===== config.mk =====
export PLATFORM = sky130hd
export DESIGN_NAME = apb_master_ctrl_flat
export DESIGN_NICKNAME = d
export VERILOG_FILES = /design/src/rtl/apb_pkg.sv /design/src/rtl/apb_master_ctrl_if.sv /design/src/rtl/apb_master_timeout.sv /design/src/rtl/apb_master_ctrl.sv /design/src/flat_wrapper.sv
export SDC_FILE = /design/constraint.sdc
export NUM_CORES = 1
export LEC_CHECK = 0
export CORE_MARGIN = 1
export CORE_UTILIZATION = 30
export CTS_BUF_LIST = sky130_fd_sc_hd__clkbuf_8
export CTS_CLUSTER_SIZE = 10
export DETAILED_ROUTE_END_ITERATION = 10
export SETUP_SLACK_MARGIN = 0.1
export SLEW_MARGIN = 15
export SYNTH_ARGS = -nofsm -noshare
export SYNTH_HDL_FRONTEND = slang
export SYNTH_SLANG_ARGS = --single-unit

===== constraint.sdc =====
create_clock -name PCLK -period 3 [get_ports PCLK]
set_input_delay 0.3 -clock PCLK [delete_from_list [all_inputs] [get_ports PCLK]]
set_output_delay 0.3 -clock PCLK [all_outputs]
set_load 0.05 [all_outputs]

===== src/rtl/apb_pkg.sv =====
// Shared types and default widths for the APB initiator.
// Latency: none, declarations only.
// Backpressure: not applicable.
package apb_pkg;

    localparam int APB_AWIDTH = 8;
    localparam int APB_DWIDTH = 8;

    typedef enum logic [1:0] {
        IDLE   = 2'b00,
        SETUP  = 2'b01,
        ACCESS = 2'b10
    } apb_state_e;

endpackage


===== src/rtl/apb_master_ctrl_if.sv =====
// Command-side and APB-side signal bundle for the APB initiator.
// Latency: none, wiring only.
// Backpressure: REQ_READY gates commands; PREADY stretches ACCESS.
interface apb_master_ctrl_if
    import apb_pkg::*;
#(
    parameter int AWIDTH = APB_AWIDTH,
    parameter int DWIDTH = APB_DWIDTH
);
    logic              REQ_VALID;
    logic              REQ_READY;
    logic              REQ_WRITE;
    logic [AWIDTH-1:0] REQ_ADDR;
    logic [DWIDTH-1:0] REQ_WDATA;
    logic              RSP_VALID;
    logic [DWIDTH-1:0] RSP_RDATA;
    logic              RSP_ERR;
    logic              PSEL;
    logic              PENABLE;
    logic              PWRITE;
    logic [AWIDTH-1:0] PADDR;
    logic [DWIDTH-1:0] PWDATA;
    logic [DWIDTH-1:0] PRDATA;
    logic              PREADY;

    // The initiator: owns the APB control lines and the response side.
    modport master (
        input  REQ_VALID, REQ_WRITE, REQ_ADDR, REQ_WDATA, PRDATA, PREADY,
        output REQ_READY, RSP_VALID, RSP_RDATA, RSP_ERR,
        output PSEL, PENABLE, PWRITE, PADDR, PWDATA
    );

    // The environment: issues commands and plays the APB slave.
    modport slave (
        output REQ_VALID, REQ_WRITE, REQ_ADDR, REQ_WDATA, PRDATA, PREADY,
        input  REQ_READY, RSP_VALID, RSP_RDATA, RSP_ERR,
        input  PSEL, PENABLE, PWRITE, PADDR, PWDATA
    );

endinterface


===== src/rtl/apb_master_timeout.sv =====
// ACCESS wait-state counter; flags the edge on which the wait budget runs out.
// Latency: o_expired is combinational from the count and i_en.
// Backpressure: none; counts only while i_en (PREADY low in ACCESS).
module apb_master_timeout #(
    parameter int TIMEOUT = 16
) (
    input  logic i_clk,
    input  logic i_rst_n,
    input  logic i_clr,
    input  logic i_en,
    output logic o_expired
);

    // The count already holds TIMEOUT-1 waits when the TIMEOUT-th wait edge arrives.
    localparam logic [7:0] LIMIT = 8'(TIMEOUT - 1);

    logic [7:0] r_cnt;

    // Wait counter: cleared when ACCESS is entered, bumped per stalled ACCESS cycle.
    always_ff @(posedge i_clk) begin
        if (!i_rst_n) begin
            r_cnt <= 8'd0;
        end else if (i_clr) begin
            r_cnt <= 8'd0;
        end else if (i_en && !o_expired) begin
            r_cnt <= r_cnt + 8'd1;
        end
    end

    assign o_expired = i_en && (r_cnt == LIMIT);

endmodule


===== src/rtl/apb_master_ctrl.sv =====
// Single-outstanding APB initiator: one command becomes one SETUP+ACCESS transfer.
// Latency: RSP_VALID in the 3rd cycle after accept with PREADY=1; +1 cycle per wait state.
// Backpressure: REQ_READY only in IDLE; ACCESS stalls on PREADY (abort when APB_MASTER_TIMEOUT_EN).
module apb_master_ctrl
    import apb_pkg::*;
#(
    parameter int AWIDTH  = APB_AWIDTH,
    parameter int DWIDTH  = APB_DWIDTH,
    parameter int TIMEOUT = 16
) (
    input logic               PCLK,
    input logic               PRESETN,
    apb_master_ctrl_if.master bus
);

    apb_state_e        r_state,       w_nxt_state;
    logic              r_req_ready,   w_nxt_req_ready;
    logic              r_psel,        w_nxt_psel;
    logic              r_penable,     w_nxt_penable;
    logic              r_pwrite,      w_nxt_pwrite;
    logic [AWIDTH-1:0] r_paddr,       w_nxt_paddr;
    logic [DWIDTH-1:0] r_pwdata,      w_nxt_pwdata;
    logic              r_rsp_valid,   w_nxt_rsp_valid;
    logic [DWIDTH-1:0] r_rsp_rdata,   w_nxt_rsp_rdata;
    logic              r_rsp_err,     w_nxt_rsp_err;
    logic              w_expired;

`ifdef APB_MASTER_TIMEOUT_EN
    logic w_to_clr;
    logic w_to_en;

    assign w_to_clr = (r_state == SETUP);
    assign w_to_en  = (r_state == ACCESS) && !bus.PREADY;

    apb_master_timeout #(
        .TIMEOUT (TIMEOUT)
    ) u_timeout (
        .i_clk     (PCLK),
        .i_rst_n   (PRESETN),
        .i_clr     (w_to_clr),
        .i_en      (w_to_en),
        .o_expired (w_expired)
    );
`else
    // Without the watchdog ACCESS waits for PREADY forever and never aborts.
    assign w_expired = 1'b0;
`endif

    // State and every bus-visible output are registered together.
    always_ff @(posedge PCLK) begin
        if (!PRESETN) begin
            r_state     <= IDLE;
            r_req_ready <= 1'b1;
            r_psel      <= 1'b0;
            r_penable   <= 1'b0;
            r_pwrite    <= 1'b0;
            r_paddr     <= '0;
            r_pwdata    <= '0;
            r_rsp_valid <= 1'b0;
            r_rsp_rdata <= '0;
            r_rsp_err   <= 1'b0;
        end else begin
            r_state     <= w_nxt_state;
            r_req_ready <= w_nxt_req_ready;
            r_psel      <= w_nxt_psel;
            r_penable   <= w_nxt_penable;
            r_pwrite    <= w_nxt_pwrite;
            r_paddr     <= w_nxt_paddr;
            r_pwdata    <= w_nxt_pwdata;
            r_rsp_valid <= w_nxt_rsp_valid;
            r_rsp_rdata <= w_nxt_rsp_rdata;
            r_rsp_err   <= w_nxt_rsp_err;
        end
    end

    // Next-state and next-output decode; address/data/direction hold unless a command is taken.
    always_comb begin
        w_nxt_state     = r_state;
        w_nxt_psel      = r_psel;
        w_nxt_penable   = r_penable;
        w_nxt_pwrite    = r_pwrite;
        w_nxt_paddr     = r_paddr;
        w_nxt_pwdata    = r_pwdata;
        w_nxt_rsp_valid = 1'b0;
        w_nxt_rsp_rdata = r_rsp_rdata;
        w_nxt_rsp_err   = r_rsp_err;

        case (r_state)
            IDLE: begin
                if (bus.REQ_VALID && r_req_ready) begin
                    w_nxt_pwrite  = bus.REQ_WRITE;
                    w_nxt_paddr   = bus.REQ_ADDR;
                    w_nxt_pwdata  = bus.REQ_WDATA;
                    w_nxt_psel    = 1'b1;
                    w_nxt_penable = 1'b0;
                    w_nxt_state   = SETUP;
                end
            end
            SETUP: begin
                w_nxt_penable = 1'b1;
                w_nxt_state   = ACCESS;
            end
            ACCESS: begin
                // A ready slave wins over an expiring watchdog on the same edge.
                if (bus.PREADY) begin
                    w_nxt_psel      = 1'b0;
                    w_nxt_penable   = 1'b0;
                    w_nxt_rsp_valid = 1'b1;
                    w_nxt_rsp_err   = 1'b0;
                    if (!r_pwrite) begin
                        w_nxt_rsp_rdata = bus.PRDATA;
                    end
                    w_nxt_state     = IDLE;
                end else if (w_expired) begin
                    w_nxt_psel      = 1'b0;
                    w_nxt_penable   = 1'b0;
                    w_nxt_rsp_valid = 1'b1;
                    w_nxt_rsp_err   = 1'b1;
                    w_nxt_state     = IDLE;
                end
            end
            default: begin
                w_nxt_psel    = 1'b0;
                w_nxt_penable = 1'b0;
                w_nxt_state   = IDLE;
            end
        endcase

        w_nxt_req_ready = (w_nxt_state == IDLE);
    end

    assign bus.REQ_READY = r_req_ready;
    assign bus.PSEL      = r_psel;
    assign bus.PENABLE   = r_penable;
    assign bus.PWRITE    = r_pwrite;
    assign bus.PADDR     = r_paddr;
    assign bus.PWDATA    = r_pwdata;
    assign bus.RSP_VALID = r_rsp_valid;
    assign bus.RSP_RDATA = r_rsp_rdata;
    assign bus.RSP_ERR   = r_rsp_err;

endmodule


===== src/flat_wrapper.sv =====
// flat-port wrapper written by rule: the top's interface ports become plain ports
module apb_master_ctrl_flat import apb_pkg::*;
#(
    parameter int AWIDTH  = APB_AWIDTH,
    parameter int DWIDTH  = APB_DWIDTH,
    parameter int TIMEOUT = 16
)
  (PCLK, PRESETN, bus_REQ_VALID, bus_REQ_WRITE, bus_REQ_ADDR, bus_REQ_WDATA, bus_PRDATA, bus_PREADY, bus_REQ_READY, bus_RSP_VALID, bus_RSP_RDATA, bus_RSP_ERR, bus_PSEL, bus_PENABLE, bus_PWRITE, bus_PADDR, bus_PWDATA);
  apb_master_ctrl_if #(.AWIDTH(AWIDTH), .DWIDTH(DWIDTH)) bus_i ();
  input logic PCLK;
  input logic PRESETN;
  input wire logic [$bits(bus_i.REQ_VALID)-1:0] bus_REQ_VALID;
  input wire logic [$bits(bus_i.REQ_WRITE)-1:0] bus_REQ_WRITE;
  input wire logic [$bits(bus_i.REQ_ADDR)-1:0] bus_REQ_ADDR;
  input wire logic [$bits(bus_i.REQ_WDATA)-1:0] bus_REQ_WDATA;
  input wire logic [$bits(bus_i.PRDATA)-1:0] bus_PRDATA;
  input wire logic [$bits(bus_i.PREADY)-1:0] bus_PREADY;
  output wire logic [$bits(bus_i.REQ_READY)-1:0] bus_REQ_READY;
  output wire logic [$bits(bus_i.RSP_VALID)-1:0] bus_RSP_VALID;
  output wire logic [$bits(bus_i.RSP_RDATA)-1:0] bus_RSP_RDATA;
  output wire logic [$bits(bus_i.RSP_ERR)-1:0] bus_RSP_ERR;
  output wire logic [$bits(bus_i.PSEL)-1:0] bus_PSEL;
  output wire logic [$bits(bus_i.PENABLE)-1:0] bus_PENABLE;
  output wire logic [$bits(bus_i.PWRITE)-1:0] bus_PWRITE;
  output wire logic [$bits(bus_i.PADDR)-1:0] bus_PADDR;
  output wire logic [$bits(bus_i.PWDATA)-1:0] bus_PWDATA;
  assign bus_i.REQ_VALID = bus_REQ_VALID;
  assign bus_i.REQ_WRITE = bus_REQ_WRITE;
  assign bus_i.REQ_ADDR = bus_REQ_ADDR;
  assign bus_i.REQ_WDATA = bus_REQ_WDATA;
  assign bus_i.PRDATA = bus_PRDATA;
  assign bus_i.PREADY = bus_PREADY;
  assign bus_REQ_READY = bus_i.REQ_READY;
  assign bus_RSP_VALID = bus_i.RSP_VALID;
  assign bus_RSP_RDATA = bus_i.RSP_RDATA;
  assign bus_RSP_ERR = bus_i.RSP_ERR;
  assign bus_PSEL = bus_i.PSEL;
  assign bus_PENABLE = bus_i.PENABLE;
  assign bus_PWRITE = bus_i.PWRITE;
  assign bus_PADDR = bus_i.PADDR;
  assign bus_PWDATA = bus_i.PWDATA;
  apb_master_ctrl #(.AWIDTH(AWIDTH), .DWIDTH(DWIDTH), .TIMEOUT(TIMEOUT)) u_core (.PCLK(PCLK), .PRESETN(PRESETN), .bus(bus_i));
endmodule

==> reports/qor.yml <==
finish:
  drive_gt1_share_pct: 11.2
  utilization_pct: 49.6
  antenna_cells: 0
  fin_nets: 216
  nFillCells: 373
  area_growth_pct: 52.4
cts:
  htreeDepth: 2
  cts_setup_buffers: 0
  numCtsBuffers: 5
  cts.sinks: 31
  cts-root-buf: "clkbuf_8"
  clk_latency_ns: 0.27
  clk_pin_slew_ns: 0.06
  ctsResizeCount: 0
  hold_buffers: 0
  cts_tree: "done"
  clockBufferDepth: 2
placement:
  place.gp.congestion: 0.768
  hpwlAfterDp_mm: 1.98
  portBuffers: 57
critical_path:
  crit_path_end_kind: "primary output"
  critical_path.top_delay_family: "buffers and inverters"
  cp_slowest_stage_delay_ns: 0.82
  crit_type: "reg2out"
  cp.required_ns: 2.70
  path_buf_inv: 1
  crit_path_max_fanout: 4
  cp_cell_sequence: "clkdlybuf4s50_1"
  cp_slowest_cell: "clkdlybuf4s50_1"
  r2r_start: "u_core.r_state[0]$_SDFF_PN0_"
  reg2reg_setup_slack_ns: 1.48
  arrival_ns: 1.47
  r2r_cells: 3
  rr_endpoint: "u_core.bus.PADDR[4]$_SDFFE_PN0P_"
  critPathLaunchType: "register"
pwr:
  clockPowerShare_pct: 33.0
  power_frac_seq_pct: 43.2
  power.total_mw: 1.05
  p_int_mw: 0.745
  p_leak_nw: 0.684
  p_switching_mw: 0.309
  power_frac_comb_pct: 23.8
  vdd_ir_drop_max_uv: 296
  swShare_pct: 29.3
  p_per_area_nw_per_um2: 559
status:
  status: "finished clean"
detailed_routing:
  post-route-drc-count: 0
  dr_wl_met3_um: 266
  top_layer: "met4"
  finalWirelength_mm: 2.74
  routed_via_density: 4.55
  num_vias: 1073
  drt.antenna.violating_nets: 0
  wl_per_cell_um: 11.6
  drt-met1-wl_mm: 1.27
  drtIter0Drc: 42
  first_pass_iters: 4
  wl_met2_mm: 1.19
yosys:
  yosysMostFrequentCell: "nand2_1"
  synth.avg_cell_area_sq_um: 9.29
  ys_ff_latch: 31
  netlist_instances: 133
  ys_top_cells_by_count: "42 x nand2_1, 31 x dfxtp_1, 10 x a21boi_2"
  synth_area_leaders: "dfxtp_1 50%, nand2_1 13%, a21boi_2 9.1%, a21boi_0 4.3%, nand3_1 3.2%"
  yosys.area.top_type_share_pct: 50.2
  yosysWarnings: 0
  synth-edff-count: 0
  synthesis.area_sq_um: 1240
  synth_flop_cell: "dfxtp_1"
  synth_fp_nets: 162
  yosys.area.top_type: "dfxtp_1"
  synthArstFlopShare_pct: 0
  synth_cell_types: 24
  synth-seq-area-share_pct: 50.2
grt:
  grt_overflow: 0
  grt_pass1_vias: 1055
  grt_usage_pct: 14.2
  grt_max_degree: 27
  antenna_found_initial: 0
  grt_pass1_wl_mm: 4.68
sta:
  whs_ns: 0.458
  post-route-period-util_pct: 58.9
  layout_min_cycle_time_ns: 1.77
  slew_headroom_pct: 51.0
  hold_viol: 0
  finalSetupViolCount: 0
  tns_ns: 0
  drv_slew: 0
  rsz0062_at_grt: "false"
  finClkSkew_ns: 0.00209
  fmax_mhz: 566
  tightest_slew_ns: 0.731
floorplanning:
  io_pins: 59
  fp.dieW_um: 66.2
  die-area_sq_um: 4380
  initial_utilization_pct: 32.5
  die_h_um: 66.2
  core_area_sq_um: 3800
  num_rows: 22
min_path:
  hp-class: "reg2reg"
  hold_depth: 2
  whs_endpoint: "u_core.bus.RSP_RDATA[0]$_SDFFE_PN0P_"
  min-delay-start: "u_core.bus.RSP_RDATA[0]$_SDFFE_PN0P_"
job:
  cap_viol_max_count: 0
==> cell type report <==
type,count,area [sq um],share of cell area (%)
Sequential cell,31,621,32.9
Timing Repair Buffer,58,578,30.7
Multi-Input combinational cell,91,526,27.9
Clock buffer,7,96.3,5.11
Tap cell,48,60.1,3.19
Clock inverter,1,3.75,0.199
==> power groups by stage <==
| stage | Clock [mW] | Combinational [mW] | Sequential [mW] |
|---|---|---|---|
| 3_5_place_dp | 0 | 0.252 | 0.464 |
| 6_report | 0.348 | 0.250 | 0.455 |
| 3_3_place_gp | 0 | 0.250 | 0.463 |
| 5_1_grt | 0.388 | 0.267 | 0.459 |
| 4_1_cts | 0.360 | 0.253 | 0.455 |
| 2_1_floorplan | 0 | 0.0865 | 0.547 |
==> flip-flops by register name, summed over array words and instances, names as in the netlist <==
signal and count:
u_core.bus.PADDR 8, u_core.bus.PWDATA 8, u_core.bus.RSP_RDATA 8, u_core.r_state 2, u_core.bus.PENABLE 1, u_core.bus.PSEL 1, u_core.bus.PWRITE 1, u_core.bus.REQ_READY 1
u_core.bus.RSP_VALID 1
==> layer usage <==
| metal | up-vias | global-route usage, % |
|---|---|---|
| li1 | 545 | - |
| met1 | 482 | 16.0 |
| met2 | 44 | 23.3 |
| met3 | 2 | 7.41 |
| met4 | 0 | 3.99 |
| met5 | - | 0 |
==> how the worst max path moves through the flow <==
stage | start | end | slack (ns) | depth (start not counted)
finish | u_core.bus.REQ_READY$_SDFF_PN1_ | bus_REQ_READY | 1.23 | 1
global route | u_core.bus.REQ_READY$_SDFF_PN1_ | bus_REQ_READY | 1.14 | 1
detailed placement | bus_REQ_VALID | u_core.bus.REQ_READY$_SDFF_PN1_ | 1.09 | 4
CTS | u_core.bus.REQ_READY$_SDFF_PN1_ | bus_REQ_READY | 1.22 | 1
floorplan | u_core.bus.REQ_READY$_SDFF_PN1_ | u_core.bus.PADDR[0]$_SDFFE_PN0P_ | 1.63 | 5
global placement | bus_REQ_VALID | u_core.bus.REQ_READY$_SDFF_PN1_ | 1.12 | 4
==> per-stage QoR <==
step	cells	cell area, sq um	worst slack (ns)
after global routing	236	1880	1.14
after global placement	228	1780	1.12
after CTS	236	1880	1.22
after detailed placement	228	1780	1.09
after floorplan	133	1240	1.63
final	236	1880	1.23
==> cell usage in the layout, fill, tap and decap left out, types with 2 or more instances in the layout <==
cell type / synthesis / final
clkbuf_8: 0 / 7
nand4bb_1: 2 / 2
nand2_1: 42 / 42
o21a_1: 3 / 3
o21ai_0: 8 / 8
clkdlybuf4s50_1: 0 / 57
a21boi_2: 10 / 10
dfxtp_1: 31 / 31
a21oi_1: 2 / 2
a21boi_0: 7 / 7
nand3_1: 8 / 8
==> cell families (layout without fill, tap and decap cells) <==
group                  Yosys count  in the layout  share of synthesized area (%)
AND/OR/NAND/NOR                 59             59                           22.6
buffers and inverters           11             66                           7.29
AO/OA/AOI/OAI                   31             31                           19.6
other                            1              1                          0.303
flip-flops                      31             31                           50.2
(Power assumes the default switching activity.)
